File: config.mk
export PLATFORM = sky130hd
export DESIGN_NAME = uart_tx_arbiter
export DESIGN_NICKNAME = d
export VERILOG_FILES = /design/src/rtl/uart_tx_arbiter.sv
export SDC_FILE = /design/constraint.sdc
export NUM_CORES = 1
export LEC_CHECK = 0
export BUFFER_PORTS_ARGS = -buffer_cell sky130_fd_sc_hd__buf_2
export CAP_MARGIN = 30
export CORE_UTILIZATION = 49
export CTS_CLUSTER_SIZE = 16
export DETAILED_ROUTE_END_ITERATION = 12
export PLACE_DENSITY = 0.86
export SLEW_MARGIN = 10
export SYNTH_ARGS = -nofsm -noshare
export SYNTH_HDL_FRONTEND = slang
export SYNTH_SLANG_ARGS = --single-unit
File: constraint.sdc
create_clock -name CLK -period 2.8 [get_ports CLK]
set_clock_uncertainty 0.05 [all_clocks]
set_input_delay 0.14 -clock CLK [delete_from_list [all_inputs] [get_ports CLK]]
set_output_delay 0.14 -clock CLK [all_outputs]
set_load 0.05 [all_outputs]
File: src/rtl/uart_tx_arbiter.sv
// Round-robin arbiter and sequencer sharing one UART transmitter among
// several byte requesters. Grants one requester, hands its byte to the
// transmitter with a one-cycle valid pulse, follows the transmitter Busy
// through a full frame and returns a DONE (or ERR on missing Busy) pulse.
module uart_tx_arbiter #(
    parameter int NUM_REQ      = 4,
    parameter int DATA_WIDTH   = 8,
    parameter int BUSY_TIMEOUT = 15
) (
    input  logic                          CLK,
    input  logic                          RST,
    input  logic [NUM_REQ-1:0]            REQ,
    input  logic [NUM_REQ*DATA_WIDTH-1:0] REQ_DATA,
    input  logic                          TX_BUSY,
    output logic [DATA_WIDTH-1:0]         TX_DATA,
    output logic                          TX_VALID,
    output logic [NUM_REQ-1:0]            GNT,
    output logic [NUM_REQ-1:0]            DONE,
    output logic                          ERR,
    output logic [$clog2(NUM_REQ)-1:0]    OWNER,
    output logic                          ACTIVE
);

    localparam int IW = $clog2(NUM_REQ);
    localparam int CW = $clog2(BUSY_TIMEOUT);

    typedef enum logic [1:0] {
        IDLE      = 2'd0,
        WAIT_BUSY = 2'd1,
        WAIT_DONE = 2'd2
    } state_t;

    state_t                  state_r;
    state_t                  state_nxt_s;
    logic [IW-1:0]           ptr_r;
    logic [IW-1:0]           ptr_nxt_s;
    logic [CW-1:0]           cnt_r;
    logic [CW-1:0]           cnt_nxt_s;
    logic [DATA_WIDTH-1:0]   tx_data_nxt_s;
    logic                    tx_valid_nxt_s;
    logic [NUM_REQ-1:0]      gnt_nxt_s;
    logic [NUM_REQ-1:0]      done_nxt_s;
    logic                    err_nxt_s;
    logic [IW-1:0]           owner_nxt_s;
    logic                    active_nxt_s;
    logic [IW-1:0]           win_s;
    logic                    found_s;
    logic [IW:0]             idx_s;
    logic [IW-1:0]           owner_inc_s;
    logic [NUM_REQ-1:0]      one_s;

    assign one_s = {{(NUM_REQ-1){1'b0}}, 1'b1};

    // Round-robin search: first set request bit starting at the pointer, wrapping.
    always_comb begin
        win_s   = '0;
        found_s = 1'b0;
        idx_s   = '0;
        for (int i = 0; i < NUM_REQ; i++) begin
            idx_s = {1'b0, ptr_r} + (IW+1)'(i);
            if (idx_s >= (IW+1)'(NUM_REQ)) begin
                idx_s = idx_s - (IW+1)'(NUM_REQ);
            end else begin
                idx_s = idx_s;
            end
            if (!found_s && REQ[idx_s[IW-1:0]]) begin
                found_s = 1'b1;
                win_s   = idx_s[IW-1:0];
            end else begin
                found_s = found_s;
                win_s   = win_s;
            end
        end
    end

    // Pointer value that places the owner just served at the lowest priority.
    always_comb begin
        if (OWNER == IW'(NUM_REQ-1)) begin
            owner_inc_s = '0;
        end else begin
            owner_inc_s = OWNER + IW'(1);
        end
    end

    // Next-state and next-output logic; pulses default low every cycle.
    always_comb begin
        state_nxt_s    = state_r;
        ptr_nxt_s      = ptr_r;
        cnt_nxt_s      = cnt_r;
        tx_data_nxt_s  = TX_DATA;
        tx_valid_nxt_s = 1'b0;
        gnt_nxt_s      = '0;
        done_nxt_s     = '0;
        err_nxt_s      = 1'b0;
        owner_nxt_s    = OWNER;
        active_nxt_s   = ACTIVE;
        case (state_r)
            IDLE: begin
                if (found_s && !TX_BUSY) begin
                    tx_data_nxt_s  = REQ_DATA[int'(win_s)*DATA_WIDTH +: DATA_WIDTH];
                    owner_nxt_s    = win_s;
                    gnt_nxt_s      = one_s << win_s;
                    tx_valid_nxt_s = 1'b1;
                    cnt_nxt_s      = '0;
                    active_nxt_s   = 1'b1;
                    state_nxt_s    = WAIT_BUSY;
                end else begin
                    active_nxt_s   = 1'b0;
                    state_nxt_s    = IDLE;
                end
            end
            WAIT_BUSY: begin
                if (TX_BUSY) begin
                    state_nxt_s = WAIT_DONE;
                end else if (cnt_r == CW'(BUSY_TIMEOUT-1)) begin
                    // Transmitter never acknowledged: abort and move on.
                    err_nxt_s    = 1'b1;
                    ptr_nxt_s    = owner_inc_s;
                    active_nxt_s = 1'b0;
                    state_nxt_s  = IDLE;
                end else begin
                    cnt_nxt_s    = cnt_r + CW'(1);
                end
            end
            WAIT_DONE: begin
                if (!TX_BUSY) begin
                    done_nxt_s   = one_s << OWNER;
                    ptr_nxt_s    = owner_inc_s;
                    active_nxt_s = 1'b0;
                    state_nxt_s  = IDLE;
                end else begin
                    state_nxt_s  = WAIT_DONE;
                end
            end
            default: begin
                active_nxt_s = 1'b0;
                state_nxt_s  = IDLE;
            end
        endcase
    end

    // State, pointer, counter and registered outputs.
    always_ff @(posedge CLK or posedge RST) begin
        if (RST) begin
            state_r  <= IDLE;
            ptr_r    <= '0;
            cnt_r    <= '0;
            TX_DATA  <= '0;
            TX_VALID <= 1'b0;
            GNT      <= '0;
            DONE     <= '0;
            ERR      <= 1'b0;
            OWNER    <= '0;
            ACTIVE   <= 1'b0;
        end else begin
            state_r  <= state_nxt_s;
            ptr_r    <= ptr_nxt_s;
            cnt_r    <= cnt_nxt_s;
            TX_DATA  <= tx_data_nxt_s;
            TX_VALID <= tx_valid_nxt_s;
            GNT      <= gnt_nxt_s;
            DONE     <= done_nxt_s;
            ERR      <= err_nxt_s;
            OWNER    <= owner_nxt_s;
            ACTIVE   <= active_nxt_s;
        end
    end

endmodule

Word level (Yosys, flattened, before mapping) --
Index checks and enable logic that the tools add are counted. Widths: inputs -> output; s select.
Storage, ports and cells: register bits 29, input bits 39, output and inout port bits 21, logic and storage cells 102
Cells by class: $add $sub $neg 9, $lt $le $gt $ge 8, equality and inequality tests 10, shift-type cells 3, multiplexer cells 47, reductions and logical operators 15
Operator list (count):
- $shiftx 32x6->8 | 1
- $mux 2 | 15
- $mux 4 | 7
- $mux 1 | 17
- $lt 2x3->1 const B | 4
- $ne 2x2->1 const B | 5
- $ge 3x3->1 const B | 3
- $bmux 1 s2 | 4
- $pmux 4 s2 | 1
- $reduce_and 4->1 | 2
- $shl 1x2->4 const A | 2
- $sub 2x1->2 const B | 4
- $add 2x2->3 const B | 2
- $pmux 2 s3 | 1
- $add 4x1->4 const B | 1
- $eq 2x2->1 const B | 2
- $eq 4x4->1 const B | 1
- $logic_and 1x1->1 | 4
- $logic_not 1->1 | 4
- $pmux 2 s2 | 1
- $reduce_bool 2->1 | 2
- $add 2x1->3 const B | 1
- $ge 2x3->1 const B | 1
- $ne 3x3->1 const B | 1
- 6 further kinds | 6

Logic depth before layout (Yosys ltp) --
word-level depth 17, mapped depth 8

Least setup slack after synthesis --
Ideal clock, no wire load.
path kind register to register, start register state_r[0], end register TX_DATA[0], library setup time 141 ps, data arrival time 1905 ps, data required time 2609 ps, setup slack 704 ps, stages on the path, launching flop included 9, path buffers 2, period minus slack after synthesis 2096 ps, path through dfrtp_1 > inv_1 > ha_1 > or3b_1 > buf_2 > or3_1 > buf_4 > a211oi_2 > a211oi_1
On the way: word-level cells in the longest chain between the ends 2
RTL lines:
- from (decl) | RTL line 33 | state_t state_r;
- from (signal assigned) | RTL line 156 | state_r <= state_nxt_s;
- $logic_not 2->1 | RTL line 97 | case (state_r)
- $reduce_and 2->1 (no source line)
- to (signal assigned) | RTL line 159 | TX_DATA <= tx_data_nxt_s;
- to (decl) | RTL line 15 | output logic [DATA_WIDTH-1:0] TX_DATA,
Every way passes these cells. A chain may end at the register's enable or synchronous reset.

Worst setup path after layout --
start register state_r[0], end register TX_DATA[3]
The elaborated chain is that of the path after synthesis.

==> impl_metrics.xml <==
<?xml version="1.0" encoding="UTF-8"?>
<metrics>
  <group name="run_status">
    <metric name="run_status" unit="">completed</metric>
  </group>
  <group name="clocking">
    <metric name="clock-sinks" unit="">29</metric>
    <metric name="clock_tree_from_tritoncts" unit="">yes</metric>
    <metric name="cts_resized" unit="">0</metric>
    <metric name="postCtsSetupRepairBufs" unit="">0</metric>
    <metric name="clkSlewWorstSetupHoldPaths" unit="ps">90</metric>
    <metric name="cts_max_level" unit="">2</metric>
    <metric name="cts_inserted_buffers" unit="">5</metric>
    <metric name="clock_latency" unit="ps">320</metric>
    <metric name="clk_path_buf_depth" unit="">2</metric>
    <metric name="cts.root.buffer_cell" unit="">clkbuf_4</metric>
    <metric name="cts_hold_buffers" unit="">1</metric>
  </group>
  <group name="cells_and_area">
    <metric name="num-fill-cells" unit="">287</metric>
    <metric name="multi_input_area" unit="um2">827</metric>
    <metric name="instances_no_fill" unit="">273</metric>
    <metric name="layout.cell_area.non_filler" unit="mm2">0.00207</metric>
    <metric name="final-seq-area" unit="um2">726</metric>
    <metric name="diodes" unit="">0</metric>
    <metric name="area_delta_synth_final" unit="%">26.7</metric>
    <metric name="layout.nets" unit="">277</metric>
    <metric name="layout-drive-gt1-share" unit="%">34.9</metric>
  </group>
  <group name="route">
    <metric name="first_pass_iters" unit="">4</metric>
    <metric name="dr_total_vias" unit="">1421</metric>
    <metric name="post_drt_wl_per_cell" unit="um">13.0</metric>
    <metric name="drt-total-wl" unit="um">3550</metric>
    <metric name="residual_drc" unit="">0</metric>
    <metric name="via_cell_ratio" unit="">5.21</metric>
    <metric name="drtIter0Drc" unit="">48</metric>
    <metric name="final_antenna_net_count" unit="">0</metric>
  </group>
  <group name="timing">
    <metric name="final_min_period_over_clock_period" unit="%">83.1</metric>
    <metric name="hold_violations" unit="">0</metric>
    <metric name="layout_min_cycle_time" unit="ps">2330</metric>
    <metric name="slew_violations" unit="">0</metric>
    <metric name="worst-slew-pin-transition" unit="ps">723</metric>
    <metric name="final-setup-viol-count" unit="">0</metric>
    <metric name="accumulated_negative_setup_slack" unit="ps">0</metric>
    <metric name="headroom_to_the_max_slew_limit" unit="%">51.7</metric>
    <metric name="unrepaired_setup_endpoints_after_global_routing" unit="">false</metric>
    <metric name="timing.fmax" unit="MHz">430</metric>
  </group>
  <group name="synth">
    <metric name="mean_instance_size_in_the_synthesized_netlist" unit="um2">9.73</metric>
    <metric name="syn-num-nets" unit="">217</metric>
    <metric name="synthCells" unit="">168</metric>
    <metric name="yosysSeqAreaShare" unit="%">44.4</metric>
    <metric name="yosys_register_bits" unit="">29</metric>
    <metric name="synthDistinctLibCells" unit="">33</metric>
    <metric name="yosys_warnings" unit="">0</metric>
    <metric name="summed_instance_area_of_the_synthesized_netlist" unit="mm2">0.00164</metric>
  </group>
  <group name="grt">
    <metric name="pin_count_of_the_biggest_net_entering_global_routing" unit="">22</metric>
    <metric name="first_global_vias" unit="">1361</metric>
    <metric name="groute.usage.overall" unit="%">22.0</metric>
    <metric name="grt_pass1_wl" unit="um">5820</metric>
    <metric name="grt_antenna_before_repair" unit="">0</metric>
    <metric name="global_route.overflow_total" unit="">0</metric>
  </group>
  <group name="floorplan">
    <metric name="row_count" unit="">20</metric>
    <metric name="die_h" unit="um">59.8</metric>
    <metric name="area_of_the_die" unit="mm2">0.00357</metric>
    <metric name="io_count" unit="">60</metric>
    <metric name="core_area" unit="mm2">0.00310</metric>
    <metric name="initial_utilization" unit="%">52.7</metric>
    <metric name="chipWidth" unit="um">59.8</metric>
  </group>
  <group name="power_and_ir_drop">
    <metric name="p_per_area" unit="mW/mm2">1060</metric>
    <metric name="power_leakage" unit="nW">1.06</metric>
    <metric name="maximum_ir_drop_on_the_vdd_rail" unit="mV">0.541</metric>
  </group>
  <group name="critical_path">
    <metric name="rrSetupSlack" unit="ps">470</metric>
    <metric name="arrival_time_reported_for_the_critical_path_endpoint" unit="ps">2470</metric>
    <metric name="worst_r2r_path_depth" unit="">6</metric>
    <metric name="critical_path.cell_chain" unit="">inv_1 -&gt; ha_1 -&gt; or3b_1 -&gt; or3_1 -&gt; a211oi_2 -&gt; a211oi_1</metric>
    <metric name="worstReg2RegStart" unit="">state_r[0]</metric>
    <metric name="setup.worst_path.class" unit="">reg -&gt; reg</metric>
    <metric name="worst_setup_path_end_kind" unit="">flop</metric>
    <metric name="r2r_end" unit="">TX_DATA[3]</metric>
    <metric name="path_max_fanout" unit="">10</metric>
    <metric name="worstSetupEndpoint" unit="">TX_DATA[3]</metric>
    <metric name="critical-path-slowest-cell" unit="">or3_1</metric>
    <metric name="worstPathRequired" unit="ps">2940</metric>
    <metric name="cp_slowest_stage_delay" unit="ps">620</metric>
    <metric name="cp_launch_type" unit="">flop</metric>
    <metric name="critPathLaunch" unit="">state_r[0]</metric>
  </group>
  <group name="placement">
    <metric name="placedInstanceArea" unit="mm2">0.00196</metric>
    <metric name="numPlacedInstances" unit="">264</metric>
    <metric name="count_of_buffers_from_port_buffering" unit="">59</metric>
    <metric name="placer_congestion" unit="">0.842</metric>
    <metric name="place.detailed.hpwl" unit="um">2710</metric>
  </group>
  <group name="min_path">
    <metric name="min-delay-path-class" unit="">in -&gt; reg</metric>
  </group>
  <group name="flow_run">
    <metric name="max_cap_violations" unit="">0</metric>
  </group>
</metrics>
## placed cells by master, fill, tap and decap left out, types with 2 or more instances in the layout
cell type,Yosys,final
a211oi_1,10,10
a211oi_2,6,6
a21oi_1,3,3
and2_1,4,4
buf_2,3,59
bufinv_16,0,2
clkbuf_4,0,5
dfrtp_1,29,29
ha_1,10,10
inv_1,11,11
mux2_2,3,3
mux2i_1,9,9
nand2_1,16,16
nand2b_1,2,2
nand3_1,4,4
nor2_1,19,19
nor2b_1,4,4
nor3_1,9,9
o21ai_0,7,7
## state kept, by name, indices dropped and copies added (netlist names)
name and cells:
TX_DATA 8, cnt_r 4, GNT 4, state_r 2, DONE 4, ACTIVE 1, ERR 1, ptr_r 2
TX_VALID 1, OWNER 2
## layer usage
layer	up-vias	part of all wire, %	GRT usage, %
li1	709	-	-
met1	662	44	26.4
met2	43	50	35.1
met3	7	3.9	5.84
met4	0	2.3	13.3
met5	-	0	0
## critical path: cells and delay by family (launching register included)
kind / cells / cell delay (ps)
AO/OA/AOI/OAI: 2 / 350
AND/OR/NAND/NOR: 2 / 1070
buffers and inverters: 1 / 100
adder cells (fa/ha/maj): 1 / 200
flip-flops: 1 / 420
## cell usage after synthesis
cell       count  share of area (%)
dfrtp_1       29                 44
nor2_1        19                4.4
nand2_1       16                3.7
inv_1         11                2.5
a211oi_1      10                4.6
ha_1          10                7.7
mux2i_1        9                5.5
nor3_1         9                2.8
o21ai_0        7                2.1
a211oi_2       6                4.6
and2_1         4                1.5
nand3_1        4                1.2
nor2b_1        4                1.5
a21oi_1        3               0.92
buf_2          3               0.92
clkbuf_1       3               0.69
mux2_2         3                2.1
buf_4          2               0.92
nand2b_1       2               0.76
a2111oi_2      1               0.92
a21o_1         1               0.46
a21oi_2        1               0.54
a311o_2        1               0.69
a311oi_1       1               0.54
a31oi_1        1               0.38
a32o_1         1               0.61
and4_1         1               0.54
nand3b_1       1               0.46
nand4_1        1               0.38
nor4_1         1               0.38
o31ai_1        1               0.46
or3_1          1               0.38
or3b_1         1               0.54
## layout make-up
cell class,count,share of cell area [%]
Inverter,11,1.99
Timing Repair Buffer,61,15.5
Clock buffer,5,1.81
Sequential cell,29,35.0
Tap cell,44,2.66
Clock inverter,3,3.14
Multi-Input combinational cell,120,39.9
## stage by stage
step	util [%]	hold slack (ps)	worst slack [ps]	total power, mW
after floorplan	-	168	704	1.54
after global placement	62.7	373	571	1.75
final	66.8	30.8	474	2.20
after global routing	66.8	42.7	316	2.36
after CTS	66.8	26.3	476	2.21
after detailed placement	63.1	205	491	1.78
## power breakdown
group	switching, mW	total (mW)	internal [mW]
Clock	0.145	0.421	0.276
Combinational	0.782	1.12	0.336
Sequential	0.102	0.662	0.560
## how the worst min path moves through the flow
stage,start,to,slack (ps),cells past startpoint
global placement,TX_BUSY,ERR,370,2
global route,TX_BUSY,ERR,40,2
finish,TX_BUSY,ERR,30,2
CTS,TX_BUSY,ERR,30,2
detailed placement,RST,TX_DATA[1],210,2
floorplan,RST,ACTIVE,170,1
## logic make-up (layout without fill, tap and decap cells)
kind of cell | Yosys count | in the layout | synth area share [%]
compound gates | 34 | 34 | 16.8
fa+ha+maj | 10 | 10 | 7.65
buf+inv | 19 | 80 | 5.05
flops | 29 | 29 | 44.4
mux | 12 | 12 | 7.57
simple gates | 64 | 64 | 18.5
(Power assumes the default switching activity.)
